File: src/rtl/eth_tx_arbiter_if.sv
// Bundle between the packet sources, the arbiter and the eth_10g transmit input.
// master is the arbiter side; slave is the environment driving sources and the core's tready.
interface eth_tx_arbiter_if #(
  parameter int NUM_SRC = 2,
  parameter int DATA_W  = 64,
  parameter int CNT_W   = 16
);
  localparam int KEEP_W = DATA_W / 8;
  localparam int GW     = $clog2(NUM_SRC);

  logic [NUM_SRC*DATA_W-1:0] s_axis_tdata;
  logic [NUM_SRC*KEEP_W-1:0] s_axis_tkeep;
  logic [NUM_SRC-1:0]        s_axis_tvalid;
  logic [NUM_SRC-1:0]        s_axis_tlast;
  logic [NUM_SRC-1:0]        s_axis_tready;
  logic [DATA_W-1:0]         m_axis_tdata;
  logic [KEEP_W-1:0]         m_axis_tkeep;
  logic                      m_axis_tvalid;
  logic                      m_axis_tlast;
  logic                      m_axis_tready;
  logic [GW-1:0]             grant_id;
  logic                      busy;
  logic [NUM_SRC*CNT_W-1:0]  pkt_cnt;

  modport master (
    input  s_axis_tdata, s_axis_tkeep, s_axis_tvalid, s_axis_tlast, m_axis_tready,
    output s_axis_tready, m_axis_tdata, m_axis_tkeep, m_axis_tvalid, m_axis_tlast,
           grant_id, busy, pkt_cnt
  );

  modport slave (
    output s_axis_tdata, s_axis_tkeep, s_axis_tvalid, s_axis_tlast, m_axis_tready,
    input  s_axis_tready, m_axis_tdata, m_axis_tkeep, m_axis_tvalid, m_axis_tlast,
           grant_id, busy, pkt_cnt
  );
endinterface

File: src/rtl/eth_tx_arbiter.sv
// Packet-granular round-robin arbiter feeding the eth_10g tx stream through a
// main+skid register slice, so the core's tready never reaches a source combinationally.
module eth_tx_arbiter #(
  parameter int NUM_SRC = 2,
  parameter int DATA_W  = 64,
  parameter int CNT_W   = 16
) (
  input  logic clk,
  input  logic reset,
  eth_tx_arbiter_if.master bus
);
  localparam int KEEP_W = DATA_W / 8;
  localparam int GW     = $clog2(NUM_SRC);

  typedef enum logic {IDLE, LOCKED} state_t;

  typedef struct packed {
    logic [DATA_W-1:0] data;
    logic [KEEP_W-1:0] keep;
    logic              last;
  } beat_t;

  state_t                         state_q;
  logic [GW-1:0]                  grant_q;
  beat_t                          main_q, skid_q;
  logic                           main_vld_q, skid_vld_q;
  logic [NUM_SRC-1:0][CNT_W-1:0]  cnt_q;

  logic [GW-1:0]      next_grant_d;
  logic [GW-1:0]      idx;
  logic               any_req;
  beat_t              in_beat;
  logic               in_vld;
  logic               accept;
  logic               drain;
  logic [NUM_SRC-1:0] s_rdy;

  // Walk downward so the nearest requester after grant_q is the last one written.
  always_comb begin
    next_grant_d = grant_q;
    any_req      = 1'b0;
    idx          = '0;
    for (int k = NUM_SRC; k >= 1; k--) begin
      idx = GW'((32'(grant_q) + 32'(k)) % NUM_SRC);
      if (bus.s_axis_tvalid[idx]) begin
        next_grant_d = idx;
        any_req      = 1'b1;
      end
    end
  end

  always_comb begin
    in_beat = '0;
    in_vld  = 1'b0;
    s_rdy   = '0;
    for (int i = 0; i < NUM_SRC; i++) begin
      if (grant_q == GW'(i)) begin
        in_beat.data = bus.s_axis_tdata[i*DATA_W +: DATA_W];
        in_beat.keep = bus.s_axis_tkeep[i*KEEP_W +: KEEP_W];
        in_beat.last = bus.s_axis_tlast[i];
        in_vld       = bus.s_axis_tvalid[i];
        s_rdy[i]     = (state_q == LOCKED) && !skid_vld_q;
      end
    end
  end

  assign accept = (state_q == LOCKED) && in_vld && !skid_vld_q;
  assign drain  = !main_vld_q || bus.m_axis_tready;

  always_ff @(posedge clk or posedge reset) begin
    if (reset) begin
      state_q    <= IDLE;
      grant_q    <= GW'(NUM_SRC - 1);
      main_q     <= '0;
      skid_q     <= '0;
      main_vld_q <= 1'b0;
      skid_vld_q <= 1'b0;
      cnt_q      <= '0;
    end else begin
      case (state_q)
        IDLE: if (any_req) begin
          grant_q <= next_grant_d;
          state_q <= LOCKED;
        end
        LOCKED: if (accept && in_beat.last) begin
          state_q        <= IDLE;
          cnt_q[grant_q] <= cnt_q[grant_q] + CNT_W'(1);
        end
        default: state_q <= IDLE;
      endcase

      // skid is only ever occupied while main is stalled, so it always drains first.
      if (drain) begin
        if (skid_vld_q) begin
          main_q     <= skid_q;
          main_vld_q <= 1'b1;
          skid_vld_q <= 1'b0;
        end else begin
          main_vld_q <= accept;
          if (accept) main_q <= in_beat;
        end
      end else if (accept) begin
        skid_q     <= in_beat;
        skid_vld_q <= 1'b1;
      end
    end
  end

  assign bus.s_axis_tready = s_rdy;
  assign bus.m_axis_tdata  = main_q.data;
  assign bus.m_axis_tkeep  = main_q.keep;
  assign bus.m_axis_tlast  = main_q.last;
  assign bus.m_axis_tvalid = main_vld_q;
  assign bus.grant_id      = grant_q;
  assign bus.busy          = (state_q == LOCKED);
  assign bus.pkt_cnt       = cnt_q;
endmodule

File: src/flat_wrapper.sv
// flat-port wrapper written by rule: the top's interface ports become plain ports
module eth_tx_arbiter_flat 
#(
  parameter int NUM_SRC = 2,
  parameter int DATA_W  = 64,
  parameter int CNT_W   = 16
)
  (clk, reset, bus_s_axis_tdata, bus_s_axis_tkeep, bus_s_axis_tvalid, bus_s_axis_tlast, bus_m_axis_tready, bus_s_axis_tready, bus_m_axis_tdata, bus_m_axis_tkeep, bus_m_axis_tvalid, bus_m_axis_tlast, bus_grant_id, bus_busy, bus_pkt_cnt);
  eth_tx_arbiter_if #(.NUM_SRC(NUM_SRC), .DATA_W(DATA_W), .CNT_W(CNT_W)) bus_i ();
  input  logic clk;
  input  logic reset;
  input wire logic [$bits(bus_i.s_axis_tdata)-1:0] bus_s_axis_tdata;
  input wire logic [$bits(bus_i.s_axis_tkeep)-1:0] bus_s_axis_tkeep;
  input wire logic [$bits(bus_i.s_axis_tvalid)-1:0] bus_s_axis_tvalid;
  input wire logic [$bits(bus_i.s_axis_tlast)-1:0] bus_s_axis_tlast;
  input wire logic [$bits(bus_i.m_axis_tready)-1:0] bus_m_axis_tready;
  output wire logic [$bits(bus_i.s_axis_tready)-1:0] bus_s_axis_tready;
  output wire logic [$bits(bus_i.m_axis_tdata)-1:0] bus_m_axis_tdata;
  output wire logic [$bits(bus_i.m_axis_tkeep)-1:0] bus_m_axis_tkeep;
  output wire logic [$bits(bus_i.m_axis_tvalid)-1:0] bus_m_axis_tvalid;
  output wire logic [$bits(bus_i.m_axis_tlast)-1:0] bus_m_axis_tlast;
  output wire logic [$bits(bus_i.grant_id)-1:0] bus_grant_id;
  output wire logic [$bits(bus_i.busy)-1:0] bus_busy;
  output wire logic [$bits(bus_i.pkt_cnt)-1:0] bus_pkt_cnt;
  assign bus_i.s_axis_tdata = bus_s_axis_tdata;
  assign bus_i.s_axis_tkeep = bus_s_axis_tkeep;
  assign bus_i.s_axis_tvalid = bus_s_axis_tvalid;
  assign bus_i.s_axis_tlast = bus_s_axis_tlast;
  assign bus_i.m_axis_tready = bus_m_axis_tready;
  assign bus_s_axis_tready = bus_i.s_axis_tready;
  assign bus_m_axis_tdata = bus_i.m_axis_tdata;
  assign bus_m_axis_tkeep = bus_i.m_axis_tkeep;
  assign bus_m_axis_tvalid = bus_i.m_axis_tvalid;
  assign bus_m_axis_tlast = bus_i.m_axis_tlast;
  assign bus_grant_id = bus_i.grant_id;
  assign bus_busy = bus_i.busy;
  assign bus_pkt_cnt = bus_i.pkt_cnt;
  eth_tx_arbiter #(.NUM_SRC(NUM_SRC), .DATA_W(DATA_W), .CNT_W(CNT_W)) u_core (.clk(clk), .reset(reset), .bus(bus_i));
endmodule
File: config.mk
export PLATFORM = sky130hd
export DESIGN_NAME = eth_tx_arbiter_flat
export DESIGN_NICKNAME = d
export VERILOG_FILES = /design/src/rtl/eth_tx_arbiter_if.sv /design/src/rtl/eth_tx_arbiter.sv /design/src/flat_wrapper.sv
export SDC_FILE = /design/constraint.sdc
export NUM_CORES = 1
export LEC_CHECK = 0
export BUFFER_PORTS_ARGS = -buffer_cell sky130_fd_sc_hd__buf_2
export CORE_MARGIN = 2
export CORE_UTILIZATION = 50
export CTS_CLUSTER_SIZE = 16
export DETAILED_ROUTE_END_ITERATION = 12
export PLACE_DENSITY = 0.78
export SYNTH_ARGS = -nofsm -noshare
export SYNTH_HDL_FRONTEND = slang
export SYNTH_SLANG_ARGS = --single-unit
export TNS_END_PERCENT = 50
File: constraint.sdc
create_clock -name clk -period 7.3 [get_ports clk]
set_clock_uncertainty 0.05 [all_clocks]
set_input_delay 1.095 -clock clk [delete_from_list [all_inputs] [get_ports clk]]
set_output_delay 1.095 -clock clk [all_outputs]
set_load 0.02 [all_outputs]
# --- Word level (Yosys, flattened, before mapping) ---
# Cells that the tools add are included.
classes:
  bitwise_logic: 2
  n_addsub: 3
  mux: 25
  order_cmp: 4
  n_reduce_logical: 15
ops:
  columns: ["operator", "count"]
  rows:
  - ["73-bit 2-to-1 mux", 3]
  - ["16-bit 2-to-1 mux", 3]
  - ["32-bit bitwise mux", 1]
  - ["16-bit by 1-bit adder with 16-bit output, second input constant", 1]
  - ["16-bit demux with 1-bit select", 1]
  - ["1-bit 2-to-1 mux", 16]
  - ["1-bit by 2-bit < comparator with 1-bit output, second input constant", 3]
  - ["2-bit AND reduction", 3]
  - ["2-bit nonzero test", 3]
  - ["1-bit logical AND", 5]
  - ["3-bit AND reduction", 1]
  - ["1-bit adder, second input constant", 2]
  - ["1-bit logical NOT", 2]
  - ["1-bit NOT", 2]
  - ["1-bit case mux with 2 select lines", 1]
  - ["1-bit >= comparator, second input constant", 1]
  - ["1-bit logical OR", 1]
word_totals:
  inputBits: 151
  output_inout_bits: 110
  reg_bits: 182

# --- Longest topological paths before layout ---
logic_depth:
  ltp_word: 7
  ltp_mapped: 10

# --- Worst setup path after synthesis ---
# OpenSTA, ideal clock, no wires.
synth_timing:
  kind: "register to output"
  startpoint: "register u_core.grant_q (netlist: u_core.bus.grant_id)"
  endpoint: "output port bus_s_axis_tready[1]"
  path_slack_ns: 4.825
  path_stages_with_launch: 5
  arrival_time_ns: 1.330
  path_buffers: 3
  path_cell_list: "dfstp_2 buf_6 buf_2 buf_2 and2_1"
synth_via:
  elab_chain_len: 1
synth_rtl:
  columns: ["item", "line_no", "source"]
  rows:
  - ["start: declaration", "eth_tx_arbiter.sv:24", "logic [GW-1:0] grant_q;"]
  - ["start signal: assignment", "eth_tx_arbiter.sv:73", "grant_q <= GW'(NUM_SRC - 1);"]
  - ["start signal: assignment", "eth_tx_arbiter.sv:82", "grant_q <= next_grant_d;"]
  - ["1-bit 2-to-1 mux", "eth_tx_arbiter.sv:57", "if (grant_q == GW'(i)) begin"]
  - ["end: declaration", "flat_wrapper.sv:17", "output wire logic [$bits(bus_i.s_axis_tready)-1:0] bus_s_axis_tready;"]
# No other way between the ends.

# --- Worst setup path in the final report ---
layout_timing:
  startpoint: "register u_core.grant_q (netlist: u_core.bus.grant_id)"
  endpoint: "output port bus_s_axis_tready[0]"
# Same word-level chain as after synthesis.

==> results.yml <==
power:
  switching_share: 0.410
  clockPowerShare: 0.201
  leakage_nw: 5.25
  power_frac_seq: 0.392
  comb_power_share: 0.407
  p_int_mw: 2.66
  switchingPower_mw: 1.85
  p_per_area_nw_per_um2: 434
  max-vdd-ir-drop_mv: 0.236
global_route:
  grt_max_degree: 109
  antenna_found_initial: 0
  gr-total-overflow: 0
  grt_usage: 0.222
  grt_pass1_wl_um: 32100
  first_global_vias: 6501
die:
  coreArea_um2: 16600
  dieArea_um2: 18000
  fp.dieH_um: 134
  io_pins: 261
  start_util: 0.512
  rows: 47
  die_x_um: 134
yosys:
  syn_area_um2: 8490
  synth.distinct_cells: 43
  synth_fp_nets: 1043
  synth_warnings: 0
  ys_top_cells_by_area: "dfrtp_1 53%, a21oi_1 8.7%, mux2i_1 8.6%"
  synth_top_area_cell: "dfrtp_1"
  yosys.area.top_type_share: 0.533
  ys_ff_latch: 182
  postSynthCellCount: 891
  synth_area_per_cell_um2: 9.53
  yosysSeqAreaShare: 0.536
placed_design:
  hpwlAfterDp_um: 13300
  gp_congestion: 0.872
  place_ws_ns: 3.85
  portBuffers: 260
critical_path:
  cp_max_fo: 66
  cp_top_family: "flip-flops"
  path_cells: "buf_4 > nor2_1 > buf_2"
  cp.arrival_ns: 2.61
  critPathKind: "flop to output pin"
  critical_path_required_ns: 6.15
  worstSetupEndpointType: "output pin"
  slowest_stage: "dfstp_4"
  cpPeakStageDelay_ns: 1.03
  cp.buffers_inverters: 2
  critPathLaunchType: "flop"
clock_tree:
  cts_made_buffers: 17
  post_cts.repair.setup_buffers: 0
  insertion_delay_ns: 0.42
  htreeDepth: 4
  clock_tree.root_cell: "clkbuf_16"
  path_clk_slew_ns: 0.06
  cts_tree: "built"
  clock_sinks: 182
  cts_hold_buf: 0
  post_cts_resized: 0
  cts_buffer_depth: 2
sta:
  relSlewSlack: 0.354
  post-route-min-period_ns: 3.75
  tightest_slew_ns: 0.969
  hold_slack_ns: 0.417
  hold_violations: 0
  max_freq_ghz: 0.267
  worst_slack_ns: 3.55
  fin_crit_sh: 0.514
  slew_violations: 0
  setup_violations: 0
  setup_tns_ns: 0
  rsz0062_at_grt: "no"
layout:
  nets: 1266
  post-route-util: 0.625
  areaGrowthSynthToFinish_pct: 22.1
  most-common-layout-cells: "260 x buf_2, 180 x dfrtp_1, 152 x nor2_1"
  drive_gt1_frac: 0.280
  n_antenna_cell: 0
  layout_commonest_cell: "buf_2"
route:
  vias: 6989
  viasPerCell: 5.19
  routedWlPerCell_um: 14.5
  drtAntennaViolNets: 0
  drt_iter0_markers: 461
  drt_wl_total_um: 19600
  drc: 0
  firstDrtPassIters: 5
hold_path:
  hold_path_class: "flop to flop"
job:
  cap_viol_max_count: 0
run_status:
  status: "completed"
-- final timing paths --
kind	startpoint	endpoint	slack, ns	cells after the start
hold reg to reg	u_core.bus.pkt_cnt[31]	u_core.bus.pkt_cnt[31]	0.42	1
max in group asynchronous	reset	u_core.skid_q[65]	4.80	3
setup reg to reg	u_core.bus.grant_id	u_core.bus.pkt_cnt[12]	3.81	8
min in group asynchronous	reset	u_core.bus.m_axis_tdata[34]	0.84	2
hold / removal	u_core.bus.pkt_cnt[31]	u_core.bus.pkt_cnt[31]	0.42	1
setup / recovery	u_core.bus.grant_id	bus_s_axis_tready[0]	3.55	3
-- layer usage --
metal | vias to the layer above | global-route usage | part of all wire
met5 | - | 0 | 0
met4 | 0 | 0.0784 | 0.019
met3 | 27 | 0.0465 | 0.065
met2 | 223 | 0.355 | 0.48
met1 | 3254 | 0.302 | 0.43
li1 | 3485 | - | -
-- power by group through the flow --
stage / Clock (mW) / Sequential (mW) / Combinational, mW
after detailed placement: 0 / 1.78 / 1.86
after CTS: 0.927 / 1.77 / 1.86
after global placement: 0 / 1.77 / 1.80
final: 0.905 / 1.77 / 1.83
after global routing: 0.975 / 1.83 / 2.06
after floorplan: 0 / 1.93 / 1.22
-- kinds of logic after synthesis --
logic type,after synthesis,share of synthesized area
AOI/OAI and AO/OA,234,0.143
buffers and inverters,64,0.0424
muxes,78,0.0927
and+or+nand+nor,303,0.154
adders and majority gates,1,0.00147
xor gates and xnor gates,29,0.0299
DFF,182,0.536
-- area by class of cell --
| class | count | area, um2 |
|---|---|---|
| Fill cell | 1432 | 6210 |
| Sequential cell | 182 | 4560 |
| Multi-Input combinational cell | 645 | 3590 |
| Timing Repair Buffer | 266 | 1350 |
| Clock buffer | 21 | 460 |
| Tap cell | 220 | 275 |
| Clock inverter | 11 | 126 |
| Inverter | 2 | 12.5 |
-- synth_stat cells, drive strengths merged --
library cell	instances
o2111ai	2
nand3	14
nand4	7
and2	2
nand2	100
and3	6
mux2	5
nand4b	2
dfrtp	181
nor2	152
a31oi	1
a41oi	1
mux2i	73
xnor2	19
a22o	1
nand3b	6
buf	51
nand2b	3
clkbuf	11
nor3b	2
ha	1
inv	2
dfstp	1
and4	2
a21oi	149
nor2b	3
xor2	10
nor3	2
a22oi	3
o21ai	77
nor4	2
-- stage by stage --
stage	area (um2)	total power, mW	instances
floorplan	8490	3.16	891
global placement	9790	3.56	1315
detailed placement	9790	3.64	1315
CTS	10400	4.56	1347
global route	10400	4.87	1347
finish	10400	4.51	1347
-- flip-flops by register name, indices dropped and copies added (netlist names) --
signal	count
u_core.bus.m_axis_tdata	64
u_core.skid_q	73
u_core.bus.pkt_cnt	32
u_core.bus.busy	1
u_core.skid_vld_q	1
u_core.bus.m_axis_tkeep	8
u_core.bus.grant_id	1
u_core.bus.m_axis_tvalid	1
u_core.bus.m_axis_tlast	1
Power figures use the tool's default switching activity.
